===== src/rtl/cpu_ctrl_pkg.sv =====
// Shared encodings for the multicycle CPU controller: FSM states, opcodes
// and the ALU/mux select codes driven into the datapath.
package cpu_ctrl_pkg;

  typedef enum logic [3:0] {
    ST_FETCH    = 4'd0,
    ST_DECODE   = 4'd1,
    ST_MEM_ADDR = 4'd2,
    ST_MEM_RD   = 4'd3,
    ST_MEM_WB   = 4'd4,
    ST_MEM_WR   = 4'd5,
    ST_R_EXEC   = 4'd6,
    ST_R_WB     = 4'd7,
    ST_BRANCH   = 4'd8,
    ST_JUMP     = 4'd9,
    ST_I_EXEC   = 4'd10,
    ST_I_WB     = 4'd11,
    ST_TRAP     = 4'd15
  } state_t;

  localparam logic [5:0] OP_R    = 6'h00;
  localparam logic [5:0] OP_LW   = 6'h23;
  localparam logic [5:0] OP_SW   = 6'h2B;
  localparam logic [5:0] OP_BEQ  = 6'h04;
  localparam logic [5:0] OP_J    = 6'h02;
  localparam logic [5:0] OP_ADDI = 6'h08;

  localparam logic [1:0] ALU_ADD   = 2'b00;
  localparam logic [1:0] ALU_SUB   = 2'b01;
  localparam logic [1:0] ALU_FUNCT = 2'b10;

  localparam logic [1:0] SRCB_REG  = 2'b00;
  localparam logic [1:0] SRCB_FOUR = 2'b01;
  localparam logic [1:0] SRCB_IMM  = 2'b10;
  localparam logic [1:0] SRCB_BOFF = 2'b11;

  localparam logic [1:0] PC_ALU    = 2'b00;
  localparam logic [1:0] PC_TARGET = 2'b01;
  localparam logic [1:0] PC_JUMP   = 2'b10;

  // States that stall on the memory handshake and feed the timeout counter.
  function automatic logic is_mem_wait(input state_t s);
    return (s == ST_FETCH) || (s == ST_MEM_RD) || (s == ST_MEM_WR);
  endfunction

endpackage


===== src/rtl/multicycle_ctrl.sv =====
// Multicycle MIPS-style control FSM with a memory-wait watchdog that halts
// the controller in TRAP when a memory access never completes.
module multicycle_ctrl
  import cpu_ctrl_pkg::*;
#(
  parameter int OP_W        = 6,
  parameter int MEM_TIMEOUT = 15
) (
  input  logic            clk_i,
  input  logic            rst_i,
  input  logic [OP_W-1:0] instr_op_i,
  input  logic [OP_W-1:0] funct_i,
  input  logic            zero_i,
  input  logic            mem_ready_i,
  output logic            pc_write_o,
  output logic            ir_write_o,
  output logic            i_or_d_o,
  output logic            mem_read_o,
  output logic            mem_write_o,
  output logic            reg_write_o,
  output logic            reg_dst_o,
  output logic            mem_to_reg_o,
  output logic            alu_src_a_o,
  output logic [1:0]      alu_src_b_o,
  output logic [1:0]      alu_op_o,
  output logic [1:0]      pc_src_o,
  output logic [3:0]      state_o,
  output logic            trap_o
);

  state_t     state, state_next;
  logic [3:0] wait_cnt;
  logic       timeout;
  logic       unused_funct;

  assign unused_funct = ^funct_i;
  assign timeout      = (wait_cnt == 4'(MEM_TIMEOUT - 1)) && !mem_ready_i;
  assign state_o      = state;

  always_ff @(posedge clk_i) begin
    if (rst_i) state <= ST_FETCH;
    else       state <= state_next;
  end

  // Counts consecutive stalled cycles; any progress or state change restarts it.
  always_ff @(posedge clk_i) begin
    if (rst_i)
      wait_cnt <= 4'd0;
    else if (is_mem_wait(state) && !mem_ready_i && (state_next == state))
      wait_cnt <= wait_cnt + 4'd1;
    else
      wait_cnt <= 4'd0;
  end

  always_comb begin
    state_next = state;
    unique case (state)
      ST_FETCH: begin
        if (mem_ready_i)  state_next = ST_DECODE;
        else if (timeout) state_next = ST_TRAP;
      end
      ST_DECODE: begin
        if (instr_op_i == OP_W'(OP_LW) || instr_op_i == OP_W'(OP_SW))
          state_next = ST_MEM_ADDR;
        else if (instr_op_i == OP_W'(OP_R))    state_next = ST_R_EXEC;
        else if (instr_op_i == OP_W'(OP_BEQ))  state_next = ST_BRANCH;
        else if (instr_op_i == OP_W'(OP_J))    state_next = ST_JUMP;
        else if (instr_op_i == OP_W'(OP_ADDI)) state_next = ST_I_EXEC;
        else                                   state_next = ST_TRAP;
      end
      ST_MEM_ADDR:
        state_next = (instr_op_i == OP_W'(OP_SW)) ? ST_MEM_WR : ST_MEM_RD;
      ST_MEM_RD: begin
        if (mem_ready_i)  state_next = ST_MEM_WB;
        else if (timeout) state_next = ST_TRAP;
      end
      ST_MEM_WR: begin
        if (mem_ready_i)  state_next = ST_FETCH;
        else if (timeout) state_next = ST_TRAP;
      end
      ST_R_EXEC: state_next = ST_R_WB;
      ST_I_EXEC: state_next = ST_I_WB;
      ST_MEM_WB, ST_R_WB, ST_I_WB, ST_BRANCH, ST_JUMP:
        state_next = ST_FETCH;
      ST_TRAP:   state_next = ST_TRAP;
      default:   state_next = ST_TRAP;
    endcase
  end

  always_comb begin
    pc_write_o   = 1'b0;
    ir_write_o   = 1'b0;
    i_or_d_o     = 1'b0;
    mem_read_o   = 1'b0;
    mem_write_o  = 1'b0;
    reg_write_o  = 1'b0;
    reg_dst_o    = 1'b0;
    mem_to_reg_o = 1'b0;
    alu_src_a_o  = 1'b0;
    alu_src_b_o  = SRCB_REG;
    alu_op_o     = ALU_ADD;
    pc_src_o     = PC_ALU;
    trap_o       = 1'b0;
    unique case (state)
      ST_FETCH: begin
        mem_read_o  = 1'b1;
        alu_src_b_o = SRCB_FOUR;
        ir_write_o  = mem_ready_i;
        pc_write_o  = mem_ready_i;
      end
      ST_DECODE:
        alu_src_b_o = SRCB_BOFF;
      ST_MEM_ADDR, ST_I_EXEC: begin
        alu_src_a_o = 1'b1;
        alu_src_b_o = SRCB_IMM;
      end
      ST_MEM_RD: begin
        mem_read_o = 1'b1;
        i_or_d_o   = 1'b1;
      end
      ST_MEM_WR: begin
        mem_write_o = 1'b1;
        i_or_d_o    = 1'b1;
      end
      ST_MEM_WB: begin
        reg_write_o  = 1'b1;
        mem_to_reg_o = 1'b1;
      end
      ST_I_WB:
        reg_write_o = 1'b1;
      ST_R_EXEC: begin
        alu_src_a_o = 1'b1;
        alu_op_o    = ALU_FUNCT;
      end
      ST_R_WB: begin
        reg_write_o = 1'b1;
        reg_dst_o   = 1'b1;
      end
      ST_BRANCH: begin
        alu_src_a_o = 1'b1;
        alu_op_o    = ALU_SUB;
        pc_src_o    = PC_TARGET;
        pc_write_o  = zero_i;
      end
      ST_JUMP: begin
        pc_src_o   = PC_JUMP;
        pc_write_o = 1'b1;
      end
      ST_TRAP:
        trap_o = 1'b1;
      default: ;
    endcase
    // Reset must not let a half-finished access or write-back leak out.
    if (rst_i) begin
      pc_write_o  = 1'b0;
      ir_write_o  = 1'b0;
      mem_read_o  = 1'b0;
      mem_write_o = 1'b0;
      reg_write_o = 1'b0;
    end
  end

endmodule

===== config.mk =====
export PLATFORM = sky130hd
export DESIGN_NAME = multicycle_ctrl
export DESIGN_NICKNAME = d
export VERILOG_FILES = /design/src/rtl/cpu_ctrl_pkg.sv /design/src/rtl/multicycle_ctrl.sv
export SDC_FILE = /design/constraint.sdc
export NUM_CORES = 1
export LEC_CHECK = 0
export ABC_AREA = 0
export CAP_MARGIN = 20
export CORE_ASPECT_RATIO = 1.5
export CORE_UTILIZATION = 35
export DETAILED_ROUTE_END_ITERATION = 7
export PLACE_DENSITY = 0.75
export REMOVE_ABC_BUFFERS = 1
export SLEW_MARGIN = 0
export SYNTH_ARGS = -nofsm -noshare
export SYNTH_HDL_FRONTEND = slang
export SYNTH_SLANG_ARGS = --single-unit
export TNS_END_PERCENT = 10

===== constraint.sdc =====
create_clock -name clk_i -period 1.8 [get_ports clk_i]
set_input_delay 0.18 -clock clk_i [delete_from_list [all_inputs] [get_ports clk_i]]
set_output_delay 0.18 -clock clk_i [all_outputs]
set_load 0.01 [all_outputs]

==> results.md, run 1 <==
* Status: completed
* Top layer in use: met4
* Leak Pwr at 0.0005285 uW
* R2R depth at 5
* IO Port Bufs at 29
* Vias in the first global route at 826
* Crit path max-delay cell type: clkdlybuf4s50_1
* Vert. Die Dim at 58.20 um
* First-pass GRT wire length at between 3000 and 4000 um
* Flop-to-flop setup slack at 0.24 ns
* Htree depth at 1
* GRT Util Overall at 0.2091
* Crit path cell chain: nand2b_1 -> and3_1 -> clkdlybuf4s50_1
* Routed Wire Length at about 2100 um
* Synth Register Bits at 8
* Worst-Skew Late Latency at 0.26 ns
* Routed wl met2 at 1114 um
* Max-slew violation count at 0
* Synthesized area at around 740 um^2
* DRT met1 WL at 898 um
* Yosys warns at 0
* Die width at 39.47 um
* Layout Area Growth over Synthesis at 54.84%
* Num rows at 20
* Hold-fix buffers at CTS at 0
* Most common cell after layout, fill and taps aside: nor2_1
* Setup violators final at 0
* Met3 wire len at 70 um
* Grt ovf at 0
* P per Cell Area at approximately 1300 mW/mm^2
* CP arrival at 1.59 ns
* Post-CTS setup buffers at 0
* Commonest non-fill, non-tap cells in the layout: 22 x nor2_1, 20 x clkdlybuf4s50_1, 10 x buf_4, 7 x nor3_1, 6 x o21ai_0
* R2R Path End: state_o[3]
* CP Capture Type: output port
* Fin. Hold Viols at 0
* CTS tree: built
* Avg WL per Cell at 12.95 um
* CP max FO at 12
* CP Class: reg -> out
* Initial core utilization at 0.3681
* CTS resizes at 13
* Nets at 160
* Total core area at between 0.002 and 0.0025 mm^2
* Worst setup SP type: flop
* Max Clock Skew at ~0.0033 ns
* Post-synthesis sequential area ratio at 0.2173
* GP Congestion at 0.8374
* Antenna violations before repair at 0
* Minimum clock period at 1.766 ns
* Initial drt markers at 23
* Max-slew headroom at 0.7528
* Root buf cell: clkbuf_4
* # diodes at 0
* Worst hold-check path type: reg -> reg
* Layout Cells excl Fill at 162
* Final TNS setup at 0 ns
* Via/cell ratio at about 5.6
* Worst-path clk slew at roughly 0.060 ns
* Via count at about 910
* Worst reg2reg path startpoint: state_o[3]
* Layout Utilization at 0.5700
* Detailed placement HPWL at 1613 um
* Commonest register cell after synthesis: dfxtp_1
* Hold Crit Start: wait_cnt[0]
* CP required at 1.62 ns
* Maximum clock path buffer count at 2
* CTS Buf Count at 3
* Io pins at 36
* RSZ-0062 raised after global routing: true
* Pwr Total at 1500 uW
* Max-cap check violation count at 0
* Die area at 0.002297 mm^2
* Mean Syn Cell Area at 7.019 um^2
* Syn Inst Count at 105
* Drc violations at 0
* Slew @ Worst Pin at about 0.36 ns
* Number of flops mapped to enable cells by yosys at 0
* Clock sink count at 8
* Hold Slack at 0.4672 ns
* Min-Delay Endpoint: wait_cnt[0]
* Largest net degree at the start of global routing at 13
* Routed Antenna Nets at 0
* Hold depth at 1
* Tcrit/Tclk final at 0.9811
* Synth unique cells at 39
* Proportion of layout cells with a drive suffix above 1 at 0.1643
* Fraction of registers with async set/reset at 0
* Drt first pass iters at 4
* Layout fillers at between 150 and 200
* Max VDD drop at roughly 0.0008 V
* Placed cell count at 159
* F_max at roughly 570 MHz
* Crit path largest cell delay at 0.53 ns
synthesized netlist by cell type, types with 3 or more instances:
library cell  number  area, um^2
nand2b_1           5       31.28
buf_2              3       15.01
nor2_1            22       82.58
o21ai_0            6       30.03
xor2_1             3       26.28
and3_1             3       18.77
inv_1              4       15.01
dfxtp_1            8       160.2
xnor2_1            3       26.28
a31oi_1            3       18.77
a21oi_1            3       15.01
nor3_1             8       40.04
routing by layer:
metal  up-vias  global-route usage
met5         -                   0
met3         2             0.02299
met1       430              0.2518
met2        26              0.3536
met4         0             0.09360
li1        450                   -
critical path, delay by kind of cell (launching register included):
kind | cells | cell delay [ns]
simple gates | 2 | 0.37
flops | 1 | 0.42
buf+inv | 1 | 0.53
sequential cells by signal, summed over array words and instances (netlist names):
signal,count
wait_cnt,4
state_o,4
power by group:
group | internal [uW] | total [uW] | switching (uW)
Combinational | 538 | 1020 | 478
Clock | 77.0 | 148 | 70.6
Sequential | 240 | 336 | 96.0
Total | 855 | 1500 | 645
metrics by stage:
stage | instance area (um^2) | setup WS, ns
2_1_floorplan | 695.7 | 0.2749
3_3_place_gp | 1089 | 0.01646
3_5_place_dp | 1089 | -0.01783
4_1_cts | 1126 | 0.007213
5_1_grt | 1141 | -0.03374
6_report | 1141 | 0.03395
cells by family after synthesis:
logic type / count (synthesis) / synth area share
AND/OR/NAND/NOR: 53 / 0.3752
AO/OA/AOI/OAI: 24 / 0.2122
buffers and inverters: 11 / 0.07640
flip-flops: 8 / 0.2173
XOR/XNOR: 6 / 0.07132
adder cells (fa/ha/maj): 2 / 0.03395
multiplexers: 1 / 0.01358
cell type report:
class                   instances  area [um^2]  share of cell area
flip-flops and latches          8        170.2              0.1491
clock buffers                   3        22.52             0.01974
well taps                      22        27.53             0.02412
multi-input cells              86        533.0              0.4671
repair buffers                 39        372.9              0.3268
inverters                       4        15.01             0.01316
worst max path at each step:
stage | startpoint | end | slack (ns) | depth (start not counted)
finish | state_o[0] | mem_read_o | 0.03 | 3
global placement | rst_i | pc_write_o | 0.02 | 5
detailed placement | rst_i | pc_write_o | -0.02 | 5
floorplan | state_o[2] | reg_write_o | 0.27 | 4
CTS | state_o[2] | alu_src_a_o | 0.007 | 5
global route | state_o[0] | mem_read_o | -0.03 | 3
Note: power is estimated with default switching activity, not from simulation.
==> run 2: changes to the inputs <==
--- a/config.mk
+++ b/config.mk
@@ -12,6 +12,7 @@
 export DETAILED_ROUTE_END_ITERATION = 7
 export PLACE_DENSITY = 0.75
 export REMOVE_ABC_BUFFERS = 1
+export SKIP_CTS_REPAIR_TIMING = 1
 export SLEW_MARGIN = 0
 export SYNTH_ARGS = -nofsm -noshare
 export SYNTH_HDL_FRONTEND = slang
==> run 2 against run 1 <==
Compared with the run above: critical path depth up 1; sequential share of layout area hardly changed; setup slack worse by 0.012 ns; flip-flop and latch count is the same; total power up 1.4%; critical path type unchanged; largest cell class unchanged; largest power group unchanged.
==> results.md, run 2 (synthesis gave the netlist of run 1 again) <==
* Htree depth at 1 (unchanged)
* DP Worst Slack at -0.01783 ns (unchanged)
* Avg WL per Cell at 12.93 um (-0.19%)
* CP arrival at 1.60 ns (about the same)
* Initial core utilization at 0.3681 (unchanged)
* Routed Antenna Nets at 0 (unchanged)
* CTS Buf Count at 3 (unchanged)
* IO Port Bufs at 29 (unchanged)
* Max-cap check violation count at 0 (unchanged)
* Vias in the first global route at 828 (+0.24%)
* Met3 wire len at 76 um (+8.6%)
* Grt ovf at 0 (unchanged)
* Leak Pwr at 0.0005469 uW (+3.5%)
* Worst hold-check path type: reg -> reg
* Via/cell ratio at 5.537 (-1.2%)
* RSZ-0062 raised after global routing: true
* Vert. Die Dim at 58.20 um (unchanged)
* Worst-path clk slew at 0.06 ns (about the same)
* Layout Area Growth over Synthesis at 56.88%
* Layout Utilization at 0.5775 (+0.007500)
* Detailed placement HPWL at 1613 um (unchanged)
* Total core area at 0.002002 mm^2 (unchanged)
* GP Congestion at 0.8374 (unchanged)
* DRT met1 WL at 842 um (-6.2%)
* Final Instance Area at 0.001156 mm^2 (+1.3%)
* Proportion of layout cells with a drive suffix above 1 at 0.1643 (unchanged)
* Max VDD drop at 0.0007994 V (+0.34%)
* Commonest non-fill, non-tap cells in the layout: 22 x nor2_1, 22 x clkdlybuf4s50_1, 10 x buf_4, 7 x dlymetal6s2s_1
* Storage cell area at 172.7 um^2 (+1.5%)
* CP max FO at 12 (unchanged)
* Layout Cells excl Fill at 162 (unchanged)
* Drc violations at 0 (unchanged)
* Setup ws final at 0.02192 ns (-0.01203 ns)
* Minimum clock period at 1.778 ns (+0.01203 ns)
* Multi-input logic area at 535.5 um^2 (+0.47%)
* Routed wl met2 at 1144 um (+2.7%)
* CP Capture Type: output port
* Io pins at 36 (unchanged)
* Setup violators final at 0 (unchanged)
* Max-slew violation count at 0 (unchanged)
* Area post-placement at 0.001089 mm^2 (unchanged)
* CP Class: reg -> out
* GRT Util Overall at 0.2083 (-0.0007440)
* Worst-Skew Late Latency at 0.26 ns (about the same)
* F_max at 562.4 MHz (-0.68%)
* Worst setup SP type: flop
* Max Clock Skew at 0.003420 ns (+0.00007980 ns)
* Fin. Hold Viols at 0 (unchanged)
* # diodes at 0 (unchanged)
* Tcrit/Tclk final at 0.9878 (+0.006684)
* Nets at 160 (unchanged)
* Die area at 0.002297 mm^2 (unchanged)
* CTS tree: built
* Slew @ Worst Pin at 0.3614 ns (unchanged)
* Drt first pass iters at 4 (unchanged)
* Antenna violations before repair at 0 (unchanged)
* Max-slew headroom at 0.7528 (unchanged)
* Die width at 39.47 um (unchanged)
* Via count at 897 (-1.2%)
* Num rows at 20 (unchanged)
* Routed Wire Length at 2094 um (-0.19%)
* Maximum clock path buffer count at 2 (unchanged)
* Status: completed
* Top layer in use: met4
* Clock sink count at 8 (unchanged)
* Placed cell count at 159 (unchanged)
* P per Cell Area at 1315 mW/mm^2 (about the same)
* Hold Slack at 0.4656 ns (-0.001648 ns)
* First-pass GRT wire length at 3422 um (+0.20%)
* Layout fillers at 184 (-1.6%)
* CP required at 1.62 ns (about the same)
* Root buf cell: clkbuf_4
* Initial drt markers at 15 (-35%)
* Largest net degree at the start of global routing at 13 (unchanged)
[run 2: cell types whose count changed in the layout (fill, tap and decap cells not counted)]
cell | previous run | this run
nor3_1 | 7 | 6
nand2b_1 | 4 | 5
dlymetal6s2s_1 | 5 | 7
dfxtp_2 | 2 | 1
nand2b_2 | 1 | 0
clkdlybuf4s50_1 | 20 | 22
dlygate4sd2_1 | 4 | 0
nor3_2 | 1 | 2
dfxtp_4 | 2 | 3
[run 2: layout make-up]
cell class,instances,area share
clock buffers,3,0.01948
well taps,22,0.02381
inverters,4,0.01299
multi-input cells,86,0.4632
repair buffers,39,0.3312
flip-flops and latches,8,0.1494
[run 2: where the power goes]
group	internal, uW	switching [uW]
Combinational	559	482
Clock	76.7	66.9
Sequential	242	93.5
Total	877	643
[run 2: worst max-delay path, stage by stage (launching register included)]
cell,delay [ns]
dfxtp_4,0.38
nand2b_1,0.21
o21a_1,0.13
nor2_1,0.08
clkdlybuf4s50_1,0.54
[run 2: through the flow]
stage / TNS [ns] / total power, uW
floorplan: 0 / 826.2
global placement: 0 / 1321
detailed placement: -0.01783 / 1337
CTS: -1.619 / 1486
global route: -0.1715 / 1635
finish: 0 / 1520
[run 2: worst paths after layout]
kind,startpoint,end,slack [ns],cells after the start
setup / recovery,state_o[0],alu_src_b_o[1],0.02,4
setup reg to reg,state_o[3],state_o[3],0.24,5
hold reg to reg,wait_cnt[0],wait_cnt[0],0.47,1
hold / removal,wait_cnt[0],wait_cnt[0],0.47,1
[run 2: per-layer routing]
metal | up-vias | track usage
met4 | 0 | 0.09360
li1 | 449 | -
met3 | 3 | 0.02299
met2 | 23 | 0.3489
met1 | 422 | 0.2542
met5 | - | 0
